$ cat src/rtl/change_dispenser_if.sv
// change_dispenser_if
// Transaction, result and inventory signals of the change dispenser.
// The reload inputs exist only when CHANGE_RELOAD_EN is defined.
interface change_dispenser_if #(
    parameter int AMT_W = 6,
    parameter int CNT_W = 4
);
    logic             start;
    logic [AMT_W-1:0] cost;
    logic [AMT_W-1:0] paid;
`ifdef CHANGE_RELOAD_EN
    logic             reload;
    logic [CNT_W-1:0] q_add;
    logic [CNT_W-1:0] d_add;
    logic [CNT_W-1:0] n_add;
`endif
    logic             busy;
    logic             done;
    logic             exact_amount;
    logic             cough_up_more;
    logic             short_change;
    logic             coin_valid;
    logic [2:0]       coin;
    logic [AMT_W-1:0] remaining;
    logic [CNT_W-1:0] q_cnt;
    logic [CNT_W-1:0] d_cnt;
    logic [CNT_W-1:0] n_cnt;

    // Requester side: issues transactions and observes results.
    modport master (
        output start, cost, paid,
`ifdef CHANGE_RELOAD_EN
        output reload, q_add, d_add, n_add,
`endif
        input  busy, done, exact_amount, cough_up_more, short_change,
        input  coin_valid, coin, remaining, q_cnt, d_cnt, n_cnt
    );

    // Dispenser side.
    modport slave (
        input  start, cost, paid,
`ifdef CHANGE_RELOAD_EN
        input  reload, q_add, d_add, n_add,
`endif
        output busy, done, exact_amount, cough_up_more, short_change,
        output coin_valid, coin, remaining, q_cnt, d_cnt, n_cnt
    );
endinterface

$ cat src/rtl/change_dispenser.sv
// change_dispenser
// Greedy coin change dispenser working in nickel units. A transaction
// latches cost/paid, then issues at most one coin per cycle (quarter=5,
// dime=2, nickel=1), always the largest coin that fits the amount still
// owed and is in stock. Results are flagged and held until the next
// accepted start.
// Optional feature: define CHANGE_RELOAD_EN to add inventory reload inputs
// (reload, q_add, d_add, n_add), applied in IDLE with saturation.
module change_dispenser #(
    parameter int AMT_W  = 6,
    parameter int CNT_W  = 4,
    parameter int INIT_Q = 2,
    parameter int INIT_D = 2,
    parameter int INIT_N = 3
) (
    input  logic               clock,
    input  logic               reset_L,
    change_dispenser_if.slave  bus
);

    typedef enum logic [1:0] {
        IDLE     = 2'd0,
        DISPENSE = 2'd1,
        DONE     = 2'd2
    } state_t;

    localparam logic [2:0] COIN_Q    = 3'd5;
    localparam logic [2:0] COIN_D    = 3'd2;
    localparam logic [2:0] COIN_N    = 3'd1;
    localparam logic [2:0] COIN_NONE = 3'd0;

    state_t           state_r, state_s;
    logic [AMT_W-1:0] remaining_r, remaining_s;
    logic             exact_r, exact_s;
    logic             cough_r, cough_s;
    logic             short_r, short_s;
    logic [CNT_W-1:0] q_r, q_s;
    logic [CNT_W-1:0] d_r, d_s;
    logic [CNT_W-1:0] n_r, n_s;
    logic             coin_valid_s;
    logic [2:0]       coin_s;
    logic [AMT_W-1:0] change_s;
    logic [2:0]       idle_pick_s;
    logic [2:0]       disp_pick_s;

    // Largest coin not exceeding the owed amount that is still in stock;
    // COIN_NONE when nothing can be issued.
    function automatic logic [2:0] pick_coin(
        input logic [AMT_W-1:0] owed,
        input logic [CNT_W-1:0] q,
        input logic [CNT_W-1:0] d,
        input logic [CNT_W-1:0] n
    );
        logic [2:0] res;
        if ((owed >= AMT_W'(5)) && (q != '0)) begin
            res = COIN_Q;
        end else if ((owed >= AMT_W'(2)) && (d != '0)) begin
            res = COIN_D;
        end else if ((owed >= AMT_W'(1)) && (n != '0)) begin
            res = COIN_N;
        end else begin
            res = COIN_NONE;
        end
        return res;
    endfunction

`ifdef CHANGE_RELOAD_EN
    // Counter addition that clamps at the all-ones value instead of wrapping.
    function automatic logic [CNT_W-1:0] sat_add(
        input logic [CNT_W-1:0] a,
        input logic [CNT_W-1:0] b
    );
        logic [CNT_W:0] sum;
        sum = {1'b0, a} + {1'b0, b};
        if (sum[CNT_W]) begin
            return {CNT_W{1'b1}};
        end else begin
            return sum[CNT_W-1:0];
        end
    endfunction
`endif

    // Change is only meaningful when paid > cost; the IDLE branch guards it.
    assign change_s    = bus.paid - bus.cost;
    assign idle_pick_s = pick_coin(change_s, q_r, d_r, n_r);
    assign disp_pick_s = pick_coin(remaining_r, q_r, d_r, n_r);

    // Next-state, coin issue and inventory update logic.
    always_comb begin
        state_s      = state_r;
        remaining_s  = remaining_r;
        exact_s      = exact_r;
        cough_s      = cough_r;
        short_s      = short_r;
        q_s          = q_r;
        d_s          = d_r;
        n_s          = n_r;
        coin_valid_s = 1'b0;
        coin_s       = COIN_NONE;

        case (state_r)
            IDLE: begin
                if (bus.start) begin
                    exact_s     = 1'b0;
                    cough_s     = 1'b0;
                    short_s     = 1'b0;
                    remaining_s = '0;
                    if (bus.paid < bus.cost) begin
                        cough_s = 1'b1;
                        state_s = DONE;
                    end else if (bus.paid == bus.cost) begin
                        exact_s = 1'b1;
                        state_s = DONE;
                    end else begin
                        remaining_s = change_s;
                        // An empty-handed dispense is resolved right away so
                        // the result arrives as quickly as the other no-coin cases.
                        if (idle_pick_s != COIN_NONE) begin
                            state_s = DISPENSE;
                        end else begin
                            short_s = 1'b1;
                            state_s = DONE;
                        end
                    end
                end else begin
`ifdef CHANGE_RELOAD_EN
                    if (bus.reload) begin
                        q_s = sat_add(q_r, bus.q_add);
                        d_s = sat_add(d_r, bus.d_add);
                        n_s = sat_add(n_r, bus.n_add);
                    end else begin
                        q_s = q_r;
                        d_s = d_r;
                        n_s = n_r;
                    end
`else
                    state_s = IDLE;
`endif
                end
            end

            DISPENSE: begin
                if (remaining_r == '0) begin
                    state_s = DONE;
                end else if (disp_pick_s != COIN_NONE) begin
                    coin_valid_s = 1'b1;
                    coin_s       = disp_pick_s;
                    remaining_s  = remaining_r - AMT_W'(disp_pick_s);
                    // pick_coin only selects a coin whose counter is non-zero,
                    // so these decrements cannot wrap.
                    case (disp_pick_s)
                        COIN_Q:  q_s = q_r - CNT_W'(1);
                        COIN_D:  d_s = d_r - CNT_W'(1);
                        COIN_N:  n_s = n_r - CNT_W'(1);
                        default: q_s = q_r;
                    endcase
                    if (remaining_s == '0) begin
                        state_s = DONE;
                    end else begin
                        state_s = DISPENSE;
                    end
                end else begin
                    short_s = 1'b1;
                    state_s = DONE;
                end
            end

            DONE: begin
                state_s = IDLE;
            end

            default: begin
                state_s = IDLE;
            end
        endcase
    end

    // State, result flags, owed amount and inventory registers.
    always_ff @(posedge clock) begin
        if (!reset_L) begin
            state_r     <= IDLE;
            remaining_r <= '0;
            exact_r     <= 1'b0;
            cough_r     <= 1'b0;
            short_r     <= 1'b0;
            q_r         <= CNT_W'(INIT_Q);
            d_r         <= CNT_W'(INIT_D);
            n_r         <= CNT_W'(INIT_N);
        end else begin
            state_r     <= state_s;
            remaining_r <= remaining_s;
            exact_r     <= exact_s;
            cough_r     <= cough_s;
            short_r     <= short_s;
            q_r         <= q_s;
            d_r         <= d_s;
            n_r         <= n_s;
        end
    end

    assign bus.busy          = (state_r != IDLE);
    assign bus.done          = (state_r == DONE);
    assign bus.exact_amount  = exact_r;
    assign bus.cough_up_more = cough_r;
    assign bus.short_change  = short_r;
    assign bus.coin_valid    = coin_valid_s;
    assign bus.coin          = coin_s;
    assign bus.remaining     = remaining_r;
    assign bus.q_cnt         = q_r;
    assign bus.d_cnt         = d_r;
    assign bus.n_cnt         = n_r;

endmodule
$ cat src/flat_wrapper.sv
// flat-port wrapper written by rule: the top's interface ports become plain ports
module change_dispenser_flat 
#(
    parameter int AMT_W  = 6,
    parameter int CNT_W  = 4,
    parameter int INIT_Q = 2,
    parameter int INIT_D = 2,
    parameter int INIT_N = 3
)
  (clock, reset_L, bus_start, bus_cost, bus_paid, bus_busy, bus_done, bus_exact_amount, bus_cough_up_more, bus_short_change, bus_coin_valid, bus_coin, bus_remaining, bus_q_cnt, bus_d_cnt, bus_n_cnt);
  change_dispenser_if #(.AMT_W(AMT_W), .CNT_W(CNT_W)) bus_i ();
  input  logic clock;
  input  logic reset_L;
  input wire logic [$bits(bus_i.start)-1:0] bus_start;
  input wire logic [$bits(bus_i.cost)-1:0] bus_cost;
  input wire logic [$bits(bus_i.paid)-1:0] bus_paid;
  output wire logic [$bits(bus_i.busy)-1:0] bus_busy;
  output wire logic [$bits(bus_i.done)-1:0] bus_done;
  output wire logic [$bits(bus_i.exact_amount)-1:0] bus_exact_amount;
  output wire logic [$bits(bus_i.cough_up_more)-1:0] bus_cough_up_more;
  output wire logic [$bits(bus_i.short_change)-1:0] bus_short_change;
  output wire logic [$bits(bus_i.coin_valid)-1:0] bus_coin_valid;
  output wire logic [$bits(bus_i.coin)-1:0] bus_coin;
  output wire logic [$bits(bus_i.remaining)-1:0] bus_remaining;
  output wire logic [$bits(bus_i.q_cnt)-1:0] bus_q_cnt;
  output wire logic [$bits(bus_i.d_cnt)-1:0] bus_d_cnt;
  output wire logic [$bits(bus_i.n_cnt)-1:0] bus_n_cnt;
  assign bus_i.start = bus_start;
  assign bus_i.cost = bus_cost;
  assign bus_i.paid = bus_paid;
  assign bus_busy = bus_i.busy;
  assign bus_done = bus_i.done;
  assign bus_exact_amount = bus_i.exact_amount;
  assign bus_cough_up_more = bus_i.cough_up_more;
  assign bus_short_change = bus_i.short_change;
  assign bus_coin_valid = bus_i.coin_valid;
  assign bus_coin = bus_i.coin;
  assign bus_remaining = bus_i.remaining;
  assign bus_q_cnt = bus_i.q_cnt;
  assign bus_d_cnt = bus_i.d_cnt;
  assign bus_n_cnt = bus_i.n_cnt;
  change_dispenser #(.AMT_W(AMT_W), .CNT_W(CNT_W), .INIT_Q(INIT_Q), .INIT_D(INIT_D), .INIT_N(INIT_N)) u_core (.clock(clock), .reset_L(reset_L), .bus(bus_i));
endmodule
$ cat config.mk
export PLATFORM = sky130hd
export DESIGN_NAME = change_dispenser_flat
export DESIGN_NICKNAME = d
export VERILOG_FILES = /design/src/rtl/change_dispenser_if.sv /design/src/rtl/change_dispenser.sv /design/src/flat_wrapper.sv
export SDC_FILE = /design/constraint.sdc
export NUM_CORES = 1
export LEC_CHECK = 0
export ABC_AREA = 1
export BUFFER_PORTS_ARGS = -buffer_cell sky130_fd_sc_hd__buf_2
export CAP_MARGIN = 0
export CELL_PAD_IN_SITES_DETAIL_PLACEMENT = 0
export CELL_PAD_IN_SITES_GLOBAL_PLACEMENT = 2
export CORE_ASPECT_RATIO = 0.5
export CORE_MARGIN = 4
export CORE_UTILIZATION = 28
export DETAILED_ROUTE_END_ITERATION = 8
export PLACE_DENSITY_LB_ADDON = 0.1
export SETUP_SLACK_MARGIN = 0.4
export SLEW_MARGIN = 10
export SYNTH_ARGS = -nofsm -noshare
export SYNTH_HDL_FRONTEND = slang
export SYNTH_SLANG_ARGS = --single-unit
$ cat constraint.sdc
create_clock -name clock -period 3.6 [get_ports clock]
set_input_delay 0.18 -clock clock [delete_from_list [all_inputs] [get_ports clock]]
set_output_delay 0.18 -clock clock [all_outputs]
set_load 0.03 [all_outputs]
**After elaboration in Yosys (flattened, before gate mapping)**

Index checks and enable logic that the tools add are counted.

- Flip-flop bits (word level): 23
- Input port bits: 15
- Output and inout port bits: 27
- Logic and storage cells: 89

- $add $sub $neg: 5
- $lt $le $gt $ge: 7
- Equal/unequal tests: 10
- Mux-type cells: 36
- Bitwise logic cells: 1
- Reductions and logical operators: 22

Operators with widths:

| kind | number |
|---|---|
| 2-to-1 mux 6 bit | 5 |
| 2-to-1 mux 3 bit | 7 |
| AND reduction 4 bit | 5 |
| 2-to-1 mux 1 bit | 14 |
| 2-to-1 mux 2 bit | 7 |
| greater-or-equal comparator 6 x 1 -> 1 bit (second input constant) | 2 |
| greater-or-equal comparator 6 x 2 -> 1 bit (second input constant) | 2 |
| greater-or-equal comparator 6 x 3 -> 1 bit (second input constant) | 2 |
| logical NOT 6 bit | 2 |
| case mux 6 bit (2 select lines) | 1 |
| nonzero test 4 bit | 3 |
| subtractor 4 x 1 -> 4 bit (second input constant) | 3 |
| equality test 6 bit | 1 |
| logical AND 1 bit | 6 |
| less-than comparator 6 bit | 1 |
| != test 2 bit (second input constant) | 3 |
| nonzero test 3 bit | 2 |
| subtractor 6 x 3 -> 6 bit | 1 |
| subtractor 6 bit | 1 |
| case mux 2 bit (2 select lines) | 1 |
| nonzero test 2 bit | 2 |
| equality test 3 x 1 -> 1 bit (second input constant) | 1 |
| equality test 3 x 2 -> 1 bit (second input constant) | 1 |
| equality test 3 bit (second input constant) | 1 |
| 7 further kinds | 7 |

**Longest topological paths before layout**

Gate-level depths: netlist of the first run.

- Word-level depth: 12
- Mapped depth: 19

**Worst setup path after synthesis of the first run**

OpenSTA, ideal clock, no wires.

- Path type: register to register
- Start point: register u_core.d_r[0], in the netlist u_core.bus.d_cnt[0]
- End point: register u_core.state_r[1]
- Setup time: 72 ps
- Arrival time: 2,805 ps
- Data required time: 3,528 ps
- Setup slack: 723 ps
- Stages on the path, launching flop included: 19
- Path buffers: 0
- Period minus slack after synthesis: 2,877 ps
- Cells stage by stage: dfxtp_1 > inv_1 > ha_1 > nand3_1 > o21ai_4 > inv_1 > nor2_2 > nor2_2 > inv_1 > ha_1 > fa_1 > o21ai_0 > xor2_1 > nand4_1 > nor2_1 > nand3_1 > nand2_1 > nand2_1 > a21oi_1

- Cells in the longest elaborated chain, start to end: 10
- Elaborated cells on any way between the ends: 19
- Classes of those cells: add/sub (1); mux (12); reduce/logical (6)

RTL lines:

| item | RTL line | RTL |
|---|---|---|
| from (decl) | change_dispenser.sv:38 | `logic [CNT_W-1:0] d_r, d_s;` |
| from (signal assigned) | change_dispenser.sv:187 | `d_r <= CNT_W'(INIT_D);` |
| from (signal assigned) | change_dispenser.sv:196 | `d_r <= d_s;` |
| nonzero test 4 bit * | change_dispenser.sv:57 | `end else if ((owed >= AMT_W'(2)) && (d != '0)) begin` |
| logical AND 1 bit | change_dispenser.sv:57 |  |
| 2-to-1 mux 3 bit | change_dispenser.sv:57 |  |
| 2-to-1 mux 3 bit | change_dispenser.sv:55 | `if ((owed >= AMT_W'(5)) && (q != '0)) begin` |
| subtractor 6 x 3 -> 6 bit / nonzero test 3 bit (equally long branches) | change_dispenser.sv:148, change_dispenser.sv:118 |  |
| logical NOT 6 bit / 2-to-1 mux 2 bit (equally long branches) | change_dispenser.sv:157, change_dispenser.sv:118 |  |
| 2-to-1 mux 2 bit, on equally long branches | change_dispenser.sv:157, change_dispenser.sv:111 |  |
| 2-to-1 mux 2 bit, on equally long branches | change_dispenser.sv:145, change_dispenser.sv:108 |  |
| 2-to-1 mux 2 bit, on equally long branches | change_dispenser.sv:143, change_dispenser.sv:103 |  |
| case mux 2 bit (2 select lines) * | change_dispenser.sv:101 | `case (state_r)` |
| to (signal assigned) | change_dispenser.sv:190 | `state_r <= state_s;` |
| to (decl) | change_dispenser.sv:32 | `state_t state_r, state_s;` |

Mark *: on every way between the ends. The rest lies on a longest branch, timed or not.
A chain may end at the register's enable or synchronous reset.

**Final worst setup path of the first run**

- Start point: register u_core.d_r[1], in the netlist u_core.bus.d_cnt[1]
- End point: register u_core.state_r[1]

The elaborated chain is that of the path after synthesis.

==> results.yml, run 1 <==
run_status:
  status: "finished, final reports clean"
critical_path:
  path_max_fanout: 4
  criticalPathCategory: "reg -> reg"
  cp.arrival_ps: 3040
  cp_data_required_time_ps: 3790
  critical_path.most_common_cell: "inv_1"
  startpoint_type: "register"
  crit_slowest_cell: "fa_1"
  worstSetupEndpointType: "register"
  cp_cell_sequence: "inv_1 > ha_1 > nand3_1 > o21ai_4 > inv_1 > nor2_2 > nor2_2 > inv_1 > ha_1 > fa_1 > o21ai_1 > xor2_1 > nand4_1 > nor2_1 > nand3_1 > nand2_1 > nand2_1 > a21oi_1"
  crit_path_max_incr_delay_ps: 400
cts:
  path_clk_slew_ps: 70
  cts_sinks: 23
  htree_levels: 1
  post_cts_buffers: 0
  cts_max_path_buffers: 2
  root_buffer: "clkbuf_16"
  cts_tree: "done"
  worstSkewPairLatency_ps: 260
  cts_made_buffers: 3
detailed_routing:
  top_layer: "met4"
  wl_met3_um: 184
  wl_met1_um: 2450
  wl_um: 4420
  vias: 1686
  drt_iter0_drc: 117
  avgViaCountPerCell: 4.47
  drcViolationCount: 0
  wl_met2_um: 1750
  dr.pass1.iters: 4
  antenna_left: 0
  wl_per_cell_um: 11.7
yosys:
  yosys.area_share.xor_xnor_pct: 2.08
  synthSimpleGateAreaFrac_pct: 32.8
  synth_nets: 289
  ys_ff_latch: 23
  syn_area_per_cell_sq_um: 6.46
  synth_enable_flop_cells: 0
  async_reset_ff_share_pct: 0
  yosysSeqAreaShare_pct: 27.4
  synth_top_family_by_area: "simple AND/OR/NAND/NOR gates"
  synth_warnings: 0
  synthAdderAreaFrac_pct: 11.3
  muxShareOfSynthArea_pct: 0
  ys.flop_type: "dfxtp_1"
  synth_area_sq_um: 1680
  synth_compound_area_share_pct: 14.4
  synthCells: 260
  ys_types: 29
timing:
  drv_slew: 0
  fin_setup_tns_ps: 0
  max-slew-margin-rel_pct: 71.9
  worst_pin_slew_ps: 419
  fmax_ghz: 0.350
  setup-violations-final: 0
  finClkSkew_ps: 2.78
  rsz0062_at_grt: "false"
  holdWs_ps: 253
  period_share_pct: 79.3
  hold_viol: 0
  post-route-min-period_ps: 2860
final_layout:
  final_util_pct: 36.4
  drive_gt1_share_pct: 19.7
  nFillCells: 645
  final_cell_mix: "inv_1 (49), nand2_1 (44), buf_2 (41)"
  antenna_cells: 0
  mostFrequentLayoutCell: "inv_1"
  nets: 334
  area_delta_synth_final_pct: 22.2
  fin_area_sq_um: 2050
floorplanning:
  initial_core_util_pct: 29.8
  die-area_sq_um: 7380
  coreArea_sq_um: 5630
  io_pins: 42
  dieHeight_um: 62.8
  fp-row-count: 19
  die_w_um: 118
grt:
  track_usage_pct: 12.1
  grt_pass1_vias: 1528
  grt_overflow: 0
  antenna_found_initial: 0
  grt_max_degree: 16
  grt_pass1_wl_um: 7430
power_and_ir_drop:
  total_power_mw: 1.10
  vdd_drop_max_v: 0.000191
  p_per_area_nw_per_um2: 536
  p_leak_nw: 1.09
place:
  dpl.hpwl_um: 3680
  place_area_sq_um: 1970
  routabilityCongestion: 0.758
  port_buffers: 41
worst_hold_path:
  hold_class: "in -> reg"
flow_run:
  drv_cap: 0
==> report_power, final <==
part           switching (mW)  internal, mW
Clock                   0.100         0.150
Combinational           0.353         0.190
Sequential             0.0281         0.279
==> per-stage QoR <==
stage | instances | setup WS [ps]
2_1_floorplan | 260 | 723
3_3_place_gp | 373 | 699
3_5_place_dp | 373 | 705
4_1_cts | 377 | 665
5_1_grt | 377 | 454
6_report | 377 | 745
==> final cells by class <==
cell class                      instances  area (sq um)  area share, %
Multi-Input combinational cell        183          1020           49.5
Inverter                               53           199           9.69
Clock inverter                          1          5.00          0.244
Sequential cell                        23           460           22.4
Clock buffer                            3          75.1           3.66
Timing Repair Buffer                   41           205           9.99
Tap cell                               73          91.3           4.45
==> worst paths after layout <==
check,from,endpoint,slack (ps),cells after the start
setup / recovery,u_core.bus.d_cnt[1],u_core.state_r[1],740,18
hold / removal,reset_L,u_core.bus.n_cnt[0],250,2
setup reg to reg,u_core.bus.d_cnt[1],u_core.state_r[1],740,18
hold reg to reg,u_core.bus.exact_amount,u_core.bus.exact_amount,460,2
==> what timing repair did <==
item,in CTS,in global routing
hold buffers,0,0
endpoints found under the setup margin,0,1
gates resized for setup,0,1
==> logic make-up (layout without fill, tap and decap cells) <==
family	Yosys count	after routing
and+or+nand+nor	121	121
buffers and inverters	54	98
AOI/OAI and AO/OA	44	44
DFF	23	23
adders and majority gates	14	14
xor gates and xnor gates	4	4
==> registers in the layout (all words and copies together), names as in the netlist <==
signal / cells
u_core.bus.cough_up_more: 1
u_core.bus.q_cnt: 4
u_core.bus.exact_amount: 1
u_core.bus.d_cnt: 4
u_core.bus.remaining: 6
u_core.state_r: 2
u_core.bus.short_change: 1
u_core.bus.n_cnt: 4
==> per-layer routing <==
| metal | vias up | track usage (%) |
|---|---|---|
| li1 | 921 | - |
| met1 | 730 | 17.7 |
| met2 | 33 | 18.2 |
| met3 | 2 | 3.25 |
| met4 | 0 | 1.75 |
| met5 | - | 0 |
==> Yosys cell counts (2+ instances only) <==
cell,n,area share [%]
fa_1,2,2.4
nand3_1,18,5.4
o22ai_1,3,1.1
ha_1,12,8.9
nand3b_1,2,0.89
inv_2,3,0.67
inv_1,49,11
a21oi_1,15,4.5
nand2_1,44,9.8
o21ai_1,3,0.89
nor2_2,4,1.5
nor3_1,4,1.2
nand2_2,3,1.1
xor2_1,3,1.6
dfxtp_1,23,27
o21ai_0,20,6.0
nor2_1,36,8.0
nand4_1,5,1.9
==> worst max-delay path: cells and delay by family, from the launching register on <==
family          cells  cell delay (ps)
xor+xnor            1              210
buf+inv             3              210
fa+ha+maj           3              800
compound gates      3              410
flops               1              360
simple gates        8              780
No activity file was read; power rests on OpenSTA's default activity.
==> run 2: changes to the inputs <==
- CORE_UTILIZATION: 28 -> 25
- clock period: 3.6 -> 2.5 ns (I/O delays scaled with it)
==> run 2 against run 1 <==
  * The run now ends with negative setup slack left
  * Sequential share of layout area shrank 3.2 points
  * Core utilization up 4.8 points
  * Register-to-register slack worse by 790 ps
  * Maximum frequency rose by 12%
  * Critical path depth fell by 2
  * Die area rose by 11%
  * Global-route usage increased by 0.24 points
  * Clock power grew 42%
  * Critical path type unchanged
  * Largest cell class unchanged
  * Largest power group unchanged
==> results.yml, run 2 (same netlist as run 1, synthesis figures left out) <==
run_status:
  status: "finished, violations left"
  violations: "negative setup slack"
cts:
  cts_sinks: 23
  worstSkewPairLatency_ps: 260
  cts_hold_buf: 0
  path_clk_slew_ps: 60
  cts_tree: "done"
  htree_levels: 1
  cts_made_buffers: 3
  root_buffer: "clkbuf_16"
  cts_max_path_buffers: 2
critical_path:
  critical_path.most_common_cell: "nand2_1"
  crit_path_max_incr_delay_ps: 350
  crit_slowest_cell: "dfxtp_4"
  regToRegEndpoint: "u_core.state_r[1]"
  timing.rr.start: "u_core.bus.remaining[3]"
  path_max_fanout: 4
  cp_cell_sequence: "nor3_4 > o21ai_1 > and2_4 > nor2_4 > inv_2 > ha_4 > fa_2 > buf_4 > xnor2_2 > inv_1 > nand4_1 > nor2_1 > nand3_1 > nand2_1 > nand2_1 > a21oi_1"
  worstSetupEndpointType: "register"
  cp_data_required_time_ps: 2690
  criticalPathCategory: "reg -> reg"
  startpoint_type: "register"
  cp.arrival_ps: 2730
  reg2reg_depth: 16
  r2r_slack_ps: -50
timing:
  period_share_pct: 102
  finClkSkew_ps: 3.81
  rsz0062_at_grt: "true"
  worst_pin_slew_ps: 317
  fin_setup_tns_ps: -46.7
  holdWs_ps: 213
  drv_slew: 0
  hold_viol: 0
  post-route-min-period_ps: 2550
  setup_ws_ps: -46.0
  max-slew-margin-rel_pct: 78.8
  fmax_ghz: 0.393
  setup-violations-final: 2
power_and_ir_drop:
  vdd_drop_max_v: 0.000333
  p_leak_nw: 1.29
  p_per_area_nw_per_um2: 837
  total_power_mw: 2.17
final_layout:
  fin_area_sq_um: 2590
  final_cell_mix: "inv_1 (41), nand2_1 (41), buf_2 (38)"
  final_util_pct: 41.2
  nets: 367
  area_delta_synth_final_pct: 54.1
  largest_reg_flops: 6
  antenna_cells: 0
  drive_gt1_share_pct: 40.9
detailed_routing:
  dr.pass1.iters: 4
  avgViaCountPerCell: 4.28
  wl_um: 4920
  antenna_left: 0
  wl_per_cell_um: 11.6
  drcViolationCount: 0
  vias: 1821
  drt_iter0_drc: 108
grt:
  grt_max_degree: 16
  antenna_found_initial: 0
  grt_overflow: 0
  grt_pass1_vias: 1702
  grt_pass1_wl_um: 7960
  track_usage_pct: 12.4
place:
  routabilityCongestion: 0.786
  dpl.hpwl_um: 3870
  port_buffers: 41
  place_area_sq_um: 2270
worst_hold_path:
  whs_path_depth: 2
  min_from: "reset_L"
  whs_endpoint: "u_core.bus.n_cnt[0]"
  hold_class: "in -> reg"
floorplanning:
  fp-row-count: 20
  io_pins: 42
  die_w_um: 124
  initial_core_util_pct: 26.8
  coreArea_sq_um: 6280
  dieHeight_um: 66.0
  die-area_sq_um: 8180
flow_run:
  drv_cap: 0
run 2: changes by cell type in the layout (fill, tap and decap cells not counted), sizes merged:
cell    before  now
clkinv       2    1
buf         41   73
clkbuf       3    5
run 2: power by group:
part / switching, mW / internal [mW] / leakage (nW)
combinational: 0.736 / 0.642 / 1.05
sequential: 0.0284 / 0.407 / 0.192
clock: 0.136 / 0.218 / 0.0382
total: 0.901 / 1.27 / 1.29
run 2: area by class of cell:
class | count | area, sq um
Tap cell | 88 | 110
Clock buffer | 4 | 78.8
Sequential cell | 23 | 497
Timing Repair Buffer | 74 | 495
Fill cell | 681 | 3690
Multi-Input combinational cell | 183 | 1200
Inverter | 53 | 204
run 2: worst max-delay path: cells and delay by family (launching register included):
family | cells | cell delay (ps)
and+or+nand+nor | 8 | 960
adders and majority gates | 2 | 510
DFF | 1 | 350
buffers and inverters | 3 | 290
AOI/OAI and AO/OA | 2 | 210
xor gates and xnor gates | 1 | 130
run 2: worst max-delay path by stage:
stage | start | endpoint
after global routing | u_core.bus.remaining[3] | u_core.state_r[1]
final | u_core.bus.remaining[3] | u_core.state_r[1]
after detailed placement | u_core.bus.n_cnt[1] | u_core.state_r[1]
after CTS | u_core.bus.n_cnt[1] | u_core.state_r[1]
after floorplan | u_core.bus.n_cnt[1] | u_core.state_r[1]
after global placement | u_core.bus.n_cnt[1] | u_core.state_r[1]
run 2: metal layers:
layer,GRT usage (%),wire length [um]
met1,16.6,2380
met3,2.91,224
met4,2.46,33
met5,0,0
met2,20.4,2280
run 2: through the flow:
stage | setup WS (ps) | instances
after floorplan | -5.80 | 260
after global placement | -27.7 | 410
after detailed placement | -66.2 | 410
after CTS | -4.71 | 420
after global routing | -205 | 425
final | -46.0 | 425
run 2: what timing repair did:
action                                  in CTS  in global routing
resized for setup                            8                 27
pin swaps                                   11                 13
endpoints found under the setup margin       8                 12
setup buffers                                6                  5
==> run 3: changes to the inputs <==
- PLACE_DENSITY: not set -> 0.75
- PLACE_DENSITY_LB_ADDON: 0.1 -> not set
==> run 3 against run 2 <==
  * The run now ends clean
  * Critical endpoint unchanged
  * Non-clock buffer count decreased by 9
  * Routed wire length decreased by 4.4%
  * Die area unchanged
  * Highest routed layer unchanged
==> results.yml, run 3 (same netlist as run 1, synthesis figures left out) <==
cts:
  cts_made_buffers: 3
  root_buffer: "clkbuf_16"
  cts_max_path_buffers: 2
  cts_tree: "done"
  htree_levels: 1
  worstSkewPairLatency_ps: 260
  cts_sinks: 23
  path_clk_slew_ps: 60
flow_run:
  drv_cap: 0
timing:
  rsz0062_at_grt: "true"
  finClkSkew_ps: 1.64
  hold_viol: 0
  drv_slew: 0
  worst_pin_slew_ps: 345
  max-slew-margin-rel_pct: 76.9
  setup-violations-final: 0
  period_share_pct: 99.8
  fmax_ghz: 0.401
  post-route-min-period_ps: 2500
floorplanning:
  io_pins: 42
  dieHeight_um: 66.0
  die_w_um: 124
  die-area_sq_um: 8180
  initial_core_util_pct: 26.8
  fp-row-count: 20
  coreArea_sq_um: 6280
critical_path:
  startpoint_type: "register"
  reg2reg_depth: 15
  path_depth: 15
  crit_path_max_incr_delay_ps: 390
  cp_data_required_time_ps: 2690
  path_max_fanout: 4
  timing.rr.start: "u_core.bus.remaining[3]"
  cp.arrival_ps: 2680
  regToRegEndpoint: "u_core.state_r[1]"
  cp-endpoint: "u_core.state_r[1]"
  r2r_slack_ps: 4
  cp_cell_sequence: "nor3_4 > nand2_2 > o21ai_4 > buf_6 > nor2_4 > buf_4 > fa_2 > o21ai_2 > xor2_1 > nand4_1 > nor2_1 > nand3_1 > nand2_1 > nand2_1 > a21oi_1"
  crit_slowest_cell: "fa_2"
  worstSetupEndpointType: "register"
  criticalPathCategory: "reg -> reg"
  path_buf_inv: 2
  startpoint: "u_core.bus.remaining[3]"
  critical_path.most_common_cell: "nand2_1"
  path_delay_family: "simple AND/OR/NAND/NOR gates"
detailed_routing:
  dr.pass1.iters: 4
  drt_iter0_drc: 61
  wl_per_cell_um: 11.3
  antenna_left: 0
  vias: 1800
  avgViaCountPerCell: 4.33
  drcViolationCount: 0
  wl_um: 4700
final_layout:
  nets: 358
  drive_gt1_share_pct: 37.5
  nFillCells: 662
  mostFrequentLayoutCell: "nand2_1"
  antenna_cells: 0
  fin_area_sq_um: 2430
  final_util_pct: 38.6
  final_cell_mix: "nand2_1 (43), inv_1 (41), buf_2 (39)"
  largest_reg_flops: 6
  area_delta_synth_final_pct: 44.5
grt:
  grt_overflow: 0
  antenna_found_initial: 0
  grtUsageMet3_pct: 2.31
  grt_pass1_vias: 1675
  grt_max_degree: 16
  track_usage_pct: 11.8
  met2_usage_pct: 19.8
  busiest_layer: "met2"
  use_met1_pct: 15.9
  grt_pass1_wl_um: 7730
worst_hold_path:
  min_from: "reset_L"
  hold_class: "in -> reg"
power_and_ir_drop:
  p_per_area_nw_per_um2: 824
  vdd_drop_max_v: 0.000327
  p_leak_nw: 1.21
  total_power_mw: 2.00
place:
  place_area_sq_um: 2240
  dpl.hpwl_um: 3790
  port_buffers: 41
  routabilityCongestion: 0.776
run_status:
  status: "finished, final reports clean"
-- run 3: cell count changes in the layout (fill, tap and decap cells not counted), sizes merged --
cell / change
buf: -9
clkbuf: -1
clkinv: +1
-- run 3: report_power, final --
part	switching (mW)	internal (mW)	total [mW]
sequential	0.0285	0.407	0.435
clock	0.141	0.216	0.356
combinational	0.652	0.558	1.21
-- run 3: through the flow --
step                      TNS [ps]  worst slack, ps  hold slack (ps)  cells
after global routing          -664             -233              199    416
after floorplan              -5.80            -5.80              253    260
after global placement       -24.9            -24.9              456    406
after detailed placement      -134            -84.7              462    406
final                            0             4.28              200    416
after CTS                    -27.1            -27.1              193    415
-- run 3: area by class of cell --
cell class / count / area, sq um / area share [%]
Multi-Input combinational cell: 183 / 1140 / 47.1
Timing Repair Buffer: 65 / 394 / 16.2
Sequential cell: 23 / 497 / 20.5
Inverter: 53 / 204 / 8.40
Tap cell: 88 / 110 / 4.54
Clock inverter: 1 / 5.00 / 0.206
Clock buffer: 3 / 75.1 / 3.09
-- run 3: worst min-delay path by stage --
stage	endpoint	slack, ps	cells past startpoint
2_1_floorplan	u_core.bus.d_cnt[0]	250	2
3_3_place_gp	u_core.bus.exact_amount	460	2
3_5_place_dp	u_core.bus.exact_amount	460	2
4_1_cts	u_core.bus.n_cnt[0]	190	2
5_1_grt	u_core.bus.n_cnt[0]	200	2
6_report	u_core.bus.n_cnt[0]	200	2
-- run 3: timing repair --
item | in CTS | in global routing
hold buffers | 0 | 0
setup buffers | 5 | 1
pin swaps | 12 | 8
gates resized for setup | 6 | 7
setup endpoints to repair | 7 | 10
-- run 3: metal layers --
layer | vias to the layer above | routed length, um | share of wire [%]
li1 | 967 | - | -
met1 | 798 | 2390 | 51
met2 | 31 | 2060 | 44
met3 | 4 | 227 | 4.8
met4 | 0 | 29 | 0.62
met5 | - | 0 | 0
